### src/rtl/wb_cpu_bus_master.sv
// Wishbone B4 classic master for a CPU load/store unit.
// Moves store data onto the addressed byte lanes, returns load data shifted down
// and sign/zero extended, flags misaligned accesses and slave errors, and pulses
// O_done for one cycle when an access ends.
// Optional feature macro: WB_BUS_TIMEOUT_EN. When it is defined, an access is
// aborted with O_err after TMO_CYC REQ cycles that see no ACK_I and no ERR_I.
module wb_cpu_bus_master #(
  parameter int unsigned DATA_W  = 32,
  parameter int unsigned ADDR_W  = 32,
  parameter int unsigned TMO_CYC = 255
) (
  input  logic                CLK_I,
  input  logic                RST_N_I,
  input  logic                I_en,
  input  logic [2:0]          I_op,
  input  logic [ADDR_W-1:0]   I_addr,
  input  logic [31:0]         I_data,
  output logic [31:0]         O_data,
  output logic                O_busy,
  output logic                O_done,
  output logic                O_err,
  input  logic                ACK_I,
  input  logic                ERR_I,
  input  logic [DATA_W-1:0]   DAT_I,
  output logic [ADDR_W-1:0]   ADR_O,
  output logic [DATA_W-1:0]   DAT_O,
  output logic [DATA_W/8-1:0] SEL_O,
  output logic                CYC_O,
  output logic                STB_O,
  output logic                WE_O
);

  localparam int unsigned SEL_W = DATA_W / 8;
  localparam int unsigned OFS_W = $clog2(SEL_W);

  // Bus operation codes shared with the load/store unit.
  localparam logic [2:0] BUSOP_READB  = 3'd0;
  localparam logic [2:0] BUSOP_READBU = 3'd1;
  localparam logic [2:0] BUSOP_READH  = 3'd2;
  localparam logic [2:0] BUSOP_READHU = 3'd3;
  localparam logic [2:0] BUSOP_READW  = 3'd4;
  localparam logic [2:0] BUSOP_WRITEB = 3'd5;
  localparam logic [2:0] BUSOP_WRITEH = 3'd6;
  localparam logic [2:0] BUSOP_WRITEW = 3'd7;

  typedef enum logic [1:0] {
    S_IDLE,
    S_REQ,
    S_DONE
  } state_t;

  typedef enum logic [1:0] {
    SZ_B,
    SZ_H,
    SZ_W
  } size_t;

  state_t            state;
  state_t            state_nxt;

  // Request decode (valid at the accept edge only)
  size_t             req_size;
  logic              req_is_write;
  logic [OFS_W-1:0]  req_ofs;
  logic              req_mis;
  logic [SEL_W-1:0]  req_mask;
  logic [SEL_W-1:0]  req_sel;
  logic [DATA_W-1:0] req_dat;

  // Access context captured at accept, used when read data returns
  logic [2:0]        op_q;
  logic [OFS_W-1:0]  ofs_q;
  logic [31:0]       rd_lane;
  logic [31:0]       rd_ext;

  // FSM strobes
  logic              accept;
  logic              end_err;
  logic              end_ack;
  logic              tmo_hit;

  assign req_ofs = I_addr[OFS_W-1:0];

  // Decode operation size/direction, lane selects and replicated store data.
  always_comb begin
    req_size     = SZ_W;
    req_is_write = 1'b0;
    unique case (I_op)
      BUSOP_READB, BUSOP_READBU: req_size = SZ_B;
      BUSOP_READH, BUSOP_READHU: req_size = SZ_H;
      BUSOP_READW:               req_size = SZ_W;
      BUSOP_WRITEB: begin
        req_size     = SZ_B;
        req_is_write = 1'b1;
      end
      BUSOP_WRITEH: begin
        req_size     = SZ_H;
        req_is_write = 1'b1;
      end
      BUSOP_WRITEW: begin
        req_size     = SZ_W;
        req_is_write = 1'b1;
      end
      default: begin
        req_size     = SZ_W;
        req_is_write = 1'b0;
      end
    endcase

    req_mis  = 1'b0;
    req_mask = SEL_W'(4'b1111);
    req_dat  = {(DATA_W/32){I_data}};
    unique case (req_size)
      SZ_B: begin
        req_mask = SEL_W'(1'b1);
        req_dat  = {(DATA_W/8){I_data[7:0]}};
      end
      SZ_H: begin
        req_mis  = req_ofs[0];
        req_mask = SEL_W'(2'b11);
        req_dat  = {(DATA_W/16){I_data[15:0]}};
      end
      default: begin
        req_mis  = (req_ofs[1:0] != 2'b00);
        req_mask = SEL_W'(4'b1111);
        req_dat  = {(DATA_W/32){I_data}};
      end
    endcase
    req_sel = req_mask << req_ofs;
  end

  // Shift the addressed lane down to bit 0 and extend according to the load type.
  always_comb begin
    rd_lane = 32'(DAT_I >> {ofs_q, 3'b000});
    unique case (op_q)
      BUSOP_READB:  rd_ext = {{24{rd_lane[7]}}, rd_lane[7:0]};
      BUSOP_READBU: rd_ext = {24'h000000, rd_lane[7:0]};
      BUSOP_READH:  rd_ext = {{16{rd_lane[15]}}, rd_lane[15:0]};
      BUSOP_READHU: rd_ext = {16'h0000, rd_lane[15:0]};
      default:      rd_ext = rd_lane;
    endcase
  end

`ifdef WB_BUS_TIMEOUT_EN
  logic [15:0] tmo_cnt;

  // Count completed REQ cycles; the abort fires during the TMO_CYC-th one.
  always_ff @(posedge CLK_I or negedge RST_N_I) begin
    if (!RST_N_I) begin
      tmo_cnt <= '0;
    end else if (accept) begin
      tmo_cnt <= '0;
    end else if (state == S_REQ) begin
      tmo_cnt <= tmo_cnt + 16'd1;
    end
  end

  assign tmo_hit = (state == S_REQ) && (tmo_cnt == 16'(TMO_CYC - 1));
`else
  assign tmo_hit = 1'b0;
`endif

  // State register.
  always_ff @(posedge CLK_I or negedge RST_N_I) begin
    if (!RST_N_I) begin
      state <= S_IDLE;
    end else begin
      state <= state_nxt;
    end
  end

  // Next-state logic; ERR_I takes priority over ACK_I, both over the timeout.
  always_comb begin
    state_nxt = state;
    accept    = 1'b0;
    end_err   = 1'b0;
    end_ack   = 1'b0;
    unique case (state)
      S_IDLE: begin
        if (I_en) begin
          accept    = 1'b1;
          end_err   = req_mis;
          state_nxt = req_mis ? S_DONE : S_REQ;
        end
      end
      S_REQ: begin
        if (ERR_I) begin
          end_err   = 1'b1;
          state_nxt = S_DONE;
        end else if (ACK_I) begin
          end_ack   = 1'b1;
          state_nxt = S_DONE;
        end else if (tmo_hit) begin
          end_err   = 1'b1;
          state_nxt = S_DONE;
        end
      end
      S_DONE:  state_nxt = S_IDLE;
      default: state_nxt = S_IDLE;
    endcase
  end

  // Bus outputs, captured access context, load result and error flag.
  always_ff @(posedge CLK_I or negedge RST_N_I) begin
    if (!RST_N_I) begin
      ADR_O  <= '0;
      DAT_O  <= '0;
      SEL_O  <= '0;
      CYC_O  <= 1'b0;
      STB_O  <= 1'b0;
      WE_O   <= 1'b0;
      op_q   <= BUSOP_READB;
      ofs_q  <= '0;
      O_data <= '0;
      O_err  <= 1'b0;
    end else begin
      // end_err is only raised on the edge entering DONE, so O_err spans DONE exactly
      O_err <= end_err;
      if (accept && !req_mis) begin
        ADR_O <= {I_addr[ADDR_W-1:OFS_W], {OFS_W{1'b0}}};
        DAT_O <= req_dat;
        SEL_O <= req_sel;
        WE_O  <= req_is_write;
        CYC_O <= 1'b1;
        STB_O <= 1'b1;
        op_q  <= I_op;
        ofs_q <= req_ofs;
      end
      if (state == S_REQ && state_nxt == S_DONE) begin
        CYC_O <= 1'b0;
        STB_O <= 1'b0;
        WE_O  <= 1'b0;
      end
      if (end_ack && !WE_O) begin
        O_data <= rd_ext;
      end
    end
  end

  assign O_done = (state == S_DONE);
  assign O_busy = (state != S_IDLE);

endmodule
### config.mk
export PLATFORM = sky130hd
export DESIGN_NAME = wb_cpu_bus_master
export DESIGN_NICKNAME = d
export VERILOG_FILES = /design/src/rtl/wb_cpu_bus_master.sv
export SDC_FILE = /design/constraint.sdc
export NUM_CORES = 1
export LEC_CHECK = 0
export ABC_AREA = 1
export BUFFER_PORTS_ARGS = -buffer_cell sky130_fd_sc_hd__buf_2
export CAP_MARGIN = 20
export CORE_ASPECT_RATIO = 0.75
export CORE_MARGIN = 5
export CORE_UTILIZATION = 50
export CTS_BUF_LIST = sky130_fd_sc_hd__clkbuf_4 sky130_fd_sc_hd__clkbuf_8
export DETAILED_ROUTE_END_ITERATION = 8
export GPL_TIMING_DRIVEN = 0
export PLACE_DENSITY = 0.92
export SETUP_SLACK_MARGIN = 0.02
export SKIP_LAST_GASP = 1
export SLEW_MARGIN = 10
export SYNTH_ARGS = -nofsm -noshare
export SYNTH_HDL_FRONTEND = slang
export SYNTH_SLANG_ARGS = --single-unit
### constraint.sdc
create_clock -name CLK_I -period 1.86 [get_ports CLK_I]
set_input_delay 0.186 -clock CLK_I [delete_from_list [all_inputs] [get_ports CLK_I]]
set_output_delay 0.186 -clock CLK_I [all_outputs]
set_load 0.01 [all_outputs]
# Word level (Yosys, flattened, before mapping)
# Index checks and enable logic that the tools add are counted.
dict set report word_totals {
  elab_cells 65
  memories 0
  latch_bits 0
  register_bits 108
  rom_bits 0
  ram_bits 0
}
dict set report op_classes {
  bitwise_logic 0
  addsub 0
  order_cmp 0
  n_mux 23
  multipliers 0
  shifts 2
  n_reduce_logical 16
  n_div 0
  eq_ne 14
}
# operator n
set op_table {}
lappend op_table {{32-bit case mux with 4 select lines} 1}
lappend op_table {{32-bit case mux with 2 select lines} 1}
lappend op_table {{32-bit by 5-bit right shift with 32-bit output} 1}
lappend op_table {{3-bit by 2-bit equality test with 1-bit output (second input constant)} 4}
lappend op_table {{3-bit equality test (second input constant)} 4}
lappend op_table {{1-bit two-way mux} 12}
lappend op_table {{3-bit OR reduction} 3}
lappend op_table {{2-bit two-way mux} 4}
lappend op_table {{4-bit case mux with 2 select lines} 1}
lappend op_table {{3-bit by 1-bit equality test with 1-bit output (second input constant)} 2}
lappend op_table {{3-bit zero test} 2}
lappend op_table {{2-bit case mux with 3 select lines} 1}
lappend op_table {{2-bit nonzero test} 3}
lappend op_table {{2-bit by 1-bit equality test with 1-bit output (second input constant)} 2}
lappend op_table {{2-bit equality test (second input constant)} 2}
lappend op_table {{2-bit zero test} 2}
lappend op_table {{1-bit case mux with 2 select lines} 2}
lappend op_table {{2-bit case mux with 2 select lines} 1}
lappend op_table {{4-bit by 2-bit << shifter with 4-bit output} 1}
lappend op_table {{1-bit logical AND} 3}
lappend op_table {{1-bit zero test} 2}
lappend op_table {{2-bit OR reduction} 1}

# Depth between registers and ports, before layout
# Gate-level depths: netlist of run 1.
dict set report logic_depth {
  depth_word 11
  ltp_mapped 10
  mapped_depth_nobuf 8
}

# Worst setup path after synthesis of run 1
# Ideal clock, no wire load.
dict set report synth_path {
  kind {register to register}
  start {reg state[1]}
  end {reg O_data[13]}
  synth_period_minus_slack_ps 1372
  path_stages_with_launch 11
  t_required_ps 1747
  n_path_buf 2
  setup_slack_ps 488
  arrival_ps 1259
  cell_sequence {dfrtp_1 > inv_1 > nand2_1 > inv_1 > nand2_2 > inv_1 > clkbuf_1 > buf_4 > nand3_1 > nand2_1 > inv_1}
}
dict set report synth_between {
  elab_chain_cells 3
}
# element line_no
set synth_rtl {}
lappend synth_rtl {{from (decl)} 58} ;# state_t state;
lappend synth_rtl {{from (signal assigned)} 168} ;# state <= state_nxt;
lappend synth_rtl {{2-bit by 1-bit equality test with 1-bit output} 178} ;# unique case (state)
lappend synth_rtl {{1-bit two-way mux} 178}
lappend synth_rtl {{1-bit logical AND} 234} ;# if (end_ack && !WE_O) begin
lappend synth_rtl {{to (signal assigned)} 235} ;# O_data <= rd_ext;
lappend synth_rtl {{to (decl)} 18} ;# output logic [31:0] O_data,
# Every way passes these cells.
# A chain may end at the register's enable or synchronous reset.

# Final worst setup path of run 1
dict set report layout_path {
  start {reg ofs_q[1]}
  end {reg O_data[13]}
}
dict set report layout_between {
  elab_chain_cells 2
}
# element line_no
set layout_rtl {}
lappend layout_rtl {{from (decl)} 72} ;# logic [OFS_W-1:0] ofs_q;
lappend layout_rtl {{from (signal assigned)} 227} ;# ofs_q <= req_ofs;
lappend layout_rtl {{32-bit by 5-bit right shift with 32-bit output} 134} ;# rd_lane = 32'(DAT_I >> {ofs_q, 3'b000});
lappend layout_rtl {{32-bit case mux with 4 select lines} 135} ;# unique case (op_q)
# Every way passes these cells.

==> results.cfg, run 1 <==
[power]
p_sw_mw = 4.00
finalPower_mw = 9.50
swShare_pct = 42.1
power_frac_clock_pct = 14.6
power.leakage_nw = 4.28
power_frac_seq_pct = 40.4
power.density_mw_per_mm2 = 1320
ir_worst_vdd_uv = 749
combPwrFrac_pct = 45.1
p_int_mw = 5.51

[setup_path]
cp-end-kind = flop
critPathTopFamily = buffers and inverters
critical_path_class = reg -> reg
path_cells = buf_4, clkinv_1, clkbuf_1, nand3_1, nand3_1, nand3_1, nand2_1, inv_1
worstSetupStartpointType = flop
path_max_fanout = 10
critPathMaxStageDelay_ns = 0.42
cp_slowest_cell = clkbuf_1
cp_data_required_time_ns = 2.14
crit_buf_inv = 4
arrival_ns = 2.08
crit_path_frequent_cell = nand3_1

[global_routing]
grt_max_degree = 58
antenna_found_initial = 1
overflow = 0
grt_pass1_vias = 5918
track_usage_pct = 27.5
grt_first_pass_wirelength_microns = 28700

[timing]
min_period_over_period_pct = 97.1
rsz0062_at_grt = no
setup_slack_ns = 0.0533
setup_viol = 0
fin_hold_ws_ns = 0.0162
period_needed_ns = 1.81
hold_viol_final = 0
fin_worst_skew_ns = 0.0135
tightest_slew_ns = 0.501
drv_slew = 0
slew_headroom_pct = 66.6
max_freq_ghz = 0.553

[placed_design]
pre_cts_ws_ns = 0.112
gp_congestion = 0.955
io_buffers = 207
dp_hpwl_microns = 12900

[drt]
wirelength_microns = 18100
drtIter0Drc = 651
vias = 5911
viasPerCell = 5.15
routedWlPerCell_microns = 15.8
detail-route-antenna-nets = 0
drc_errors = 0
firstDrtPassIters = 6

[clock_network]
insertion_delay_ns = 0.38
cts_sinks = 108
cts_root_buffer = clkbuf_8
cts_max_level = 3
cts_tree = built
clkTransAtPathRegs_ns = 0.10
cts_buffer_depth = 2
cts_buffers = 9

[die]
core_sq_mm = 0.0108
die_height_microns = 101
die_width_microns = 131
die_area_sq_mm = 0.0132
initial_utilization_pct = 50.6
ios = 210
num_rows = 33

[run]
cap_violations = 0

[synth]
synth.avg_cell_area_sq_um = 7.24
ys_ff_latch = 108
synth_top_area_share_pct = 49.4
synth_top_area_cell = dfrtp_1
yosys_warnings = 0
synthDistinctLibCells = 21
seq_area_frac_synth_pct = 49.4
yosys-top-cells-area = dfrtp_1 49%, nand2_1 25%, nand3_1 7.3%
syn_area_sq_mm = 0.00547
synthCells = 756

[final_layout]
fillers = 897
layout-drive-gt1-share_pct = 28.5
syn2layout_area_growth_pct = 31.1
n_antenna_cell = 0
final-seq-area_sq_mm = 0.00270
final_net_count = 1107
multi_input_area_sq_mm = 0.00228
post-route-util_pct = 66.3

[worst_hold_path]
hold_path_class = in -> reg

[run_status]
status = finished clean
## kinds of logic (layout without fill, tap and decap cells)
| kind of cell | Yosys count | count (layout) | synth area share (%) |
|---|---|---|---|
| other cells | 1 | 2 | 0.0685 |
| simple gates | 522 | 522 | 39.2 |
| buf+inv | 101 | 351 | 9.12 |
| compound gates | 24 | 24 | 2.24 |
| flops | 108 | 108 | 49.4 |
## worst register-to-register path, cell delays in order (launching register included)
cell and delay, ns:
dfrtp_1 0.37, buf_4 0.16, clkinv_1 0.16, clkbuf_1 0.42
nand3_1 0.22, nand3_1 0.14, nand3_1 0.11, nand2_1 0.08
inv_1 0.04
## area by class of cell
type | count | area share [%]
plain buffers | 41 | 3.77
clock buffers | 9 | 1.73
clock inverters | 6 | 0.767
inverters | 60 | 3.21
multi-input cells | 548 | 31.7
flip-flops and latches | 108 | 37.7
well taps | 140 | 2.44
repair buffers | 235 | 18.7
## synthesized netlist by cell type
master    count
nand2_1     371
dfrtp_1     108
nand3_1      80
inv_1        57
nor2_1       40
or2_2        23
o21ai_0      21
buf_4        15
buf_2        11
clkbuf_1      7
buf_6         6
nand2_2       3
a21oi_1       2
buf_1         2
clkinv_1      2
nand3_2       2
nand4_1       2
conb_1        1
inv_6         1
nor2_2        1
o31ai_1       1
## placed cells by master, fill, tap and decap left out, drive strengths merged
cell,Yosys,final
nand2,374,374
buf,34,242
dfrtp,108,108
nand3,82,82
inv,58,62
nor2,41,41
dlygate4sd3,0,27
or2,23,23
o21ai,21,21
clkbuf,7,16
clkinv,2,4
nand4,2,2
a21oi,2,2
conb,1,2
o31ai,1,1
## state kept, by name, indices dropped and copies added, names as in the netlist
signal and flops:
ofs_q 2, DAT_O 32, op_q 3, WE_O 1
ADR_O 30, O_data 32, O_err 1, state 2
STB_O 1, SEL_O 4
## worst paths after layout
| check | startpoint | end | slack, ns | depth (start not counted) |
|---|---|---|---|---|
| max | ofs_q[1] | O_data[13] | 0.05 | 8 |
| max reg2reg | ofs_q[1] | O_data[13] | 0.05 | 8 |
| max in group asynchronous | RST_N_I | ADR_O[18] | 0.91 | 3 |
| min reg2reg | O_data[3] | O_data[3] | 0.49 | 2 |
| min | I_addr[8] | ADR_O[8] | 0.02 | 3 |
| min in group asynchronous | RST_N_I | O_err | 0.30 | 2 |
## stage by stage
stage	setup TNS (ns)	instances	area (sq um)
after floorplan	0	757	5480
after global placement	-63.99	1104	6690
after detailed placement	0	1105	6720
after CTS	0	1147	7170
after global routing	0	1147	7170
final	0	1147	7170
## power by group through the flow
| stage | registers [mW] | logic (mW) | clock network, mW |
|---|---|---|---|
| global route | 3.94 | 4.73 | 1.50 |
| CTS | 3.81 | 4.23 | 1.41 |
| global placement | 3.82 | 4.04 | 0 |
| finish | 3.84 | 4.28 | 1.39 |
| detailed placement | 3.82 | 4.19 | 0 |
| floorplan | 4.23 | 1.99 | 0 |
## per-layer routing
| layer | track usage (%) | up-vias | share of wire (%) | wire (microns) |
|---|---|---|---|---|
| met1 | 34.5 | 2725 | 39 | 7140 |
| met5 | 0 | - | 0.039 | 7 |
| met2 | 45.2 | 344 | 46 | 8400 |
| met3 | 9.11 | 56 | 12 | 2160 |
| li1 | - | 2784 | - | - |
| met4 | 8.70 | 2 | 2.4 | 438 |
## repair_timing
action / in CTS / in global routing
buffers inserted: 0 / 0
hold endpoints to repair: 77 / 0
hold buffers: 27 / 0
setup endpoints to repair: 0 / 3
gates resized for setup: 0 / 3
Power figures use the tool's default switching activity.
==> run 2, diff against run 1 <==
Settings changed: CORE_UTILIZATION 50 to 51, PLACE_DENSITY 0.92 to 0.94.
==> run 2 against run 1 <==
Against the previous run:
- register-to-register slack better by 0.05 ns
- fmax rose by 2.6%
- die area is 1.8% lower
- utilization increased by 2.8 points
- clock skew shrank 0.0019 ns
- global-route usage rose by 0.57 points
- sequential share of layout area hardly changed
- non-clock buffer count decreased by 1
- worst hold slack worse by 0.0077 ns
- power up 0.19%
- via count increased by 0.85%
- critical path type unchanged
- critical endpoint is now O_data[12]
==> results.cfg, run 2 (synthesis results as in run 1) <==
[setup_path]
path_cells = buf_4, clkinv_1, nand3_1, nand3_1, buf_2, nand3_1, nand2_1, inv_1
crit_path_frequent_cell = nand3_1
critical_path_class = reg -> reg
cp_slowest_cell = dfrtp_1
path_max_fanout = 10
arrival_ns = 2.07
r2r-start = ofs_q[1]
rrSetupSlack_ns = 0.1
critPathMaxStageDelay_ns = 0.34
cp-end-kind = flop
r2r-end = O_data[12]
cp_data_required_time_ns = 2.17
worstSetupStartpointType = flop
worstRegToRegCells = 8

[timing]
period_needed_ns = 1.76
fin_hold_ws_ns = 0.00848
rsz0062_at_grt = yes
max_freq_ghz = 0.568
fin_worst_skew_ns = 0.0116
setup_viol = 0
drv_slew = 0
min_period_over_period_pct = 94.6
hold_viol_final = 0

[power]
power.density_mw_per_mm2 = 1330
power.leakage_nw = 4.28
ir_worst_vdd_uv = 821

[drt]
routedWlPerCell_microns = 15.9
drtIter0Drc = 537
firstDrtPassIters = 5
detail-route-antenna-nets = 0
viasPerCell = 5.22
drc_errors = 0
vias = 5961
wirelength_microns = 18200

[die]
num_rows = 32
ios = 210
die_height_microns = 99.7
initial_utilization_pct = 52.8
core_sq_mm = 0.0104
die_area_sq_mm = 0.0129
die_width_microns = 130

[worst_hold_path]
whs_endpoint = ADR_O[12]
hold_path_class = in -> reg
hold_start = I_addr[12]
whs_path_depth = 3

[global_routing]
grt_pass1_vias = 5759
grt_max_degree = 75
overflow = 0
track_usage_pct = 28.1
antenna_found_initial = 1
grt_first_pass_wirelength_microns = 28700

[run_status]
status = finished clean

[final_layout]
final_common_cell = nand2_1
reg.largest.list = DAT_O x32, O_data x32, ADR_O x30
final-seq-area_sq_mm = 0.00270
final_net_count = 1106
n_antenna_cell = 0
layout-drive-gt1-share_pct = 28.6
syn2layout_area_growth_pct = 31.0
layout_common_cells = 370 x nand2_1, 216 x buf_2, 108 x dfrtp_1, 80 x nand3_1, 57 x inv_1
finalNonFillerCells = 1143
fillers = 841
multi_input_area_sq_mm = 0.00228

[clock_network]
cts_buffer_depth = 2
cts_root_buffer = clkbuf_8
insertion_delay_ns = 0.38
cts_buffers = 9
cts_sinks = 108
cts_max_level = 3
clkTransAtPathRegs_ns = 0.11
cts_tree = built

[placed_design]
dp.cells = 1101
gp_congestion = 0.955
io_buffers = 207
dp_hpwl_microns = 12700

[run]
cap_violations = 0
run 2: changes by cell type in the layout (fill, tap and decap cells not counted), sizes merged:
cell         previous run  this run
inv                    62        59
dlygate4sd3            27        26
clkinvlp                0         1
clkbuf                 16        17
buf                   242       241
clkinv                  4         7
run 2: critical path: cells and delay by family (launching register included):
family | cells | cell delay [ns]
buffers and inverters | 4 | 0.73
flip-flops | 1 | 0.34
AND/OR/NAND/NOR | 4 | 0.61
run 2: what timing repair did:
item / 4_1_cts / 5_1_grt
resized for setup: 0 / 4
hold buffers: 26 / 0
endpoints found under the setup margin: 0 / 4
endpoints found under the hold margin: 58 / 0
buffers inserted: 0 / 0
run 2: area by class of cell:
| class | instances | share of cell area, % |
|---|---|---|
| Sequential cell | 108 | 37.7 |
| Clock inverter | 7 | 0.890 |
| Buffer | 41 | 3.80 |
| Multi-Input combinational cell | 548 | 31.8 |
| Tap cell | 136 | 2.37 |
| Inverter | 60 | 3.21 |
| Clock buffer | 9 | 1.73 |
| Timing Repair Buffer | 234 | 18.5 |
run 2: where the power goes:
group,internal [mW],total [mW],switching (mW)
Clock,0.508,1.38,0.868
Sequential,3.29,3.86,0.574
Combinational,1.71,4.28,2.57
run 2: worst max path at each step:
stage,endpoint,cells after the start,startpoint,slack [ns]
after CTS,O_data[14],12,ERR_I,0.06
final,O_data[12],8,ofs_q[1],0.1
after detailed placement,O_data[14],10,state[1],0.13
after global routing,O_data[14],10,ofs_q[0],0.01
after global placement,ADR_O[13],1,RST_N_I,-0.60
after floorplan,O_data[13],10,state[1],0.49
run 2: layer usage:
layer | vias up | global-route usage (%) | share of wire [%]
met2 | 368 | 44.6 | 46
met5 | - | 0 | 0.072
li1 | 2791 | - | -
met1 | 2730 | 36.9 | 40
met4 | 2 | 9.42 | 3.0
met3 | 70 | 8.48 | 11
run 2: through the flow:
stage	area (sq um)	setup slack [ns]	util (%)	TNS [ns]	power, mW
6_report	7170	0.0998	69.1	0	9.52
5_1_grt	7170	0.0142	69.1	0	10.2
3_5_place_dp	6720	0.130	64.8	0	7.99
3_3_place_gp	6680	-0.603	64.4	-63.86	7.85
2_1_floorplan	5480	0.488	-	0	6.23
4_1_cts	7160	0.0551	69.1	0	9.42
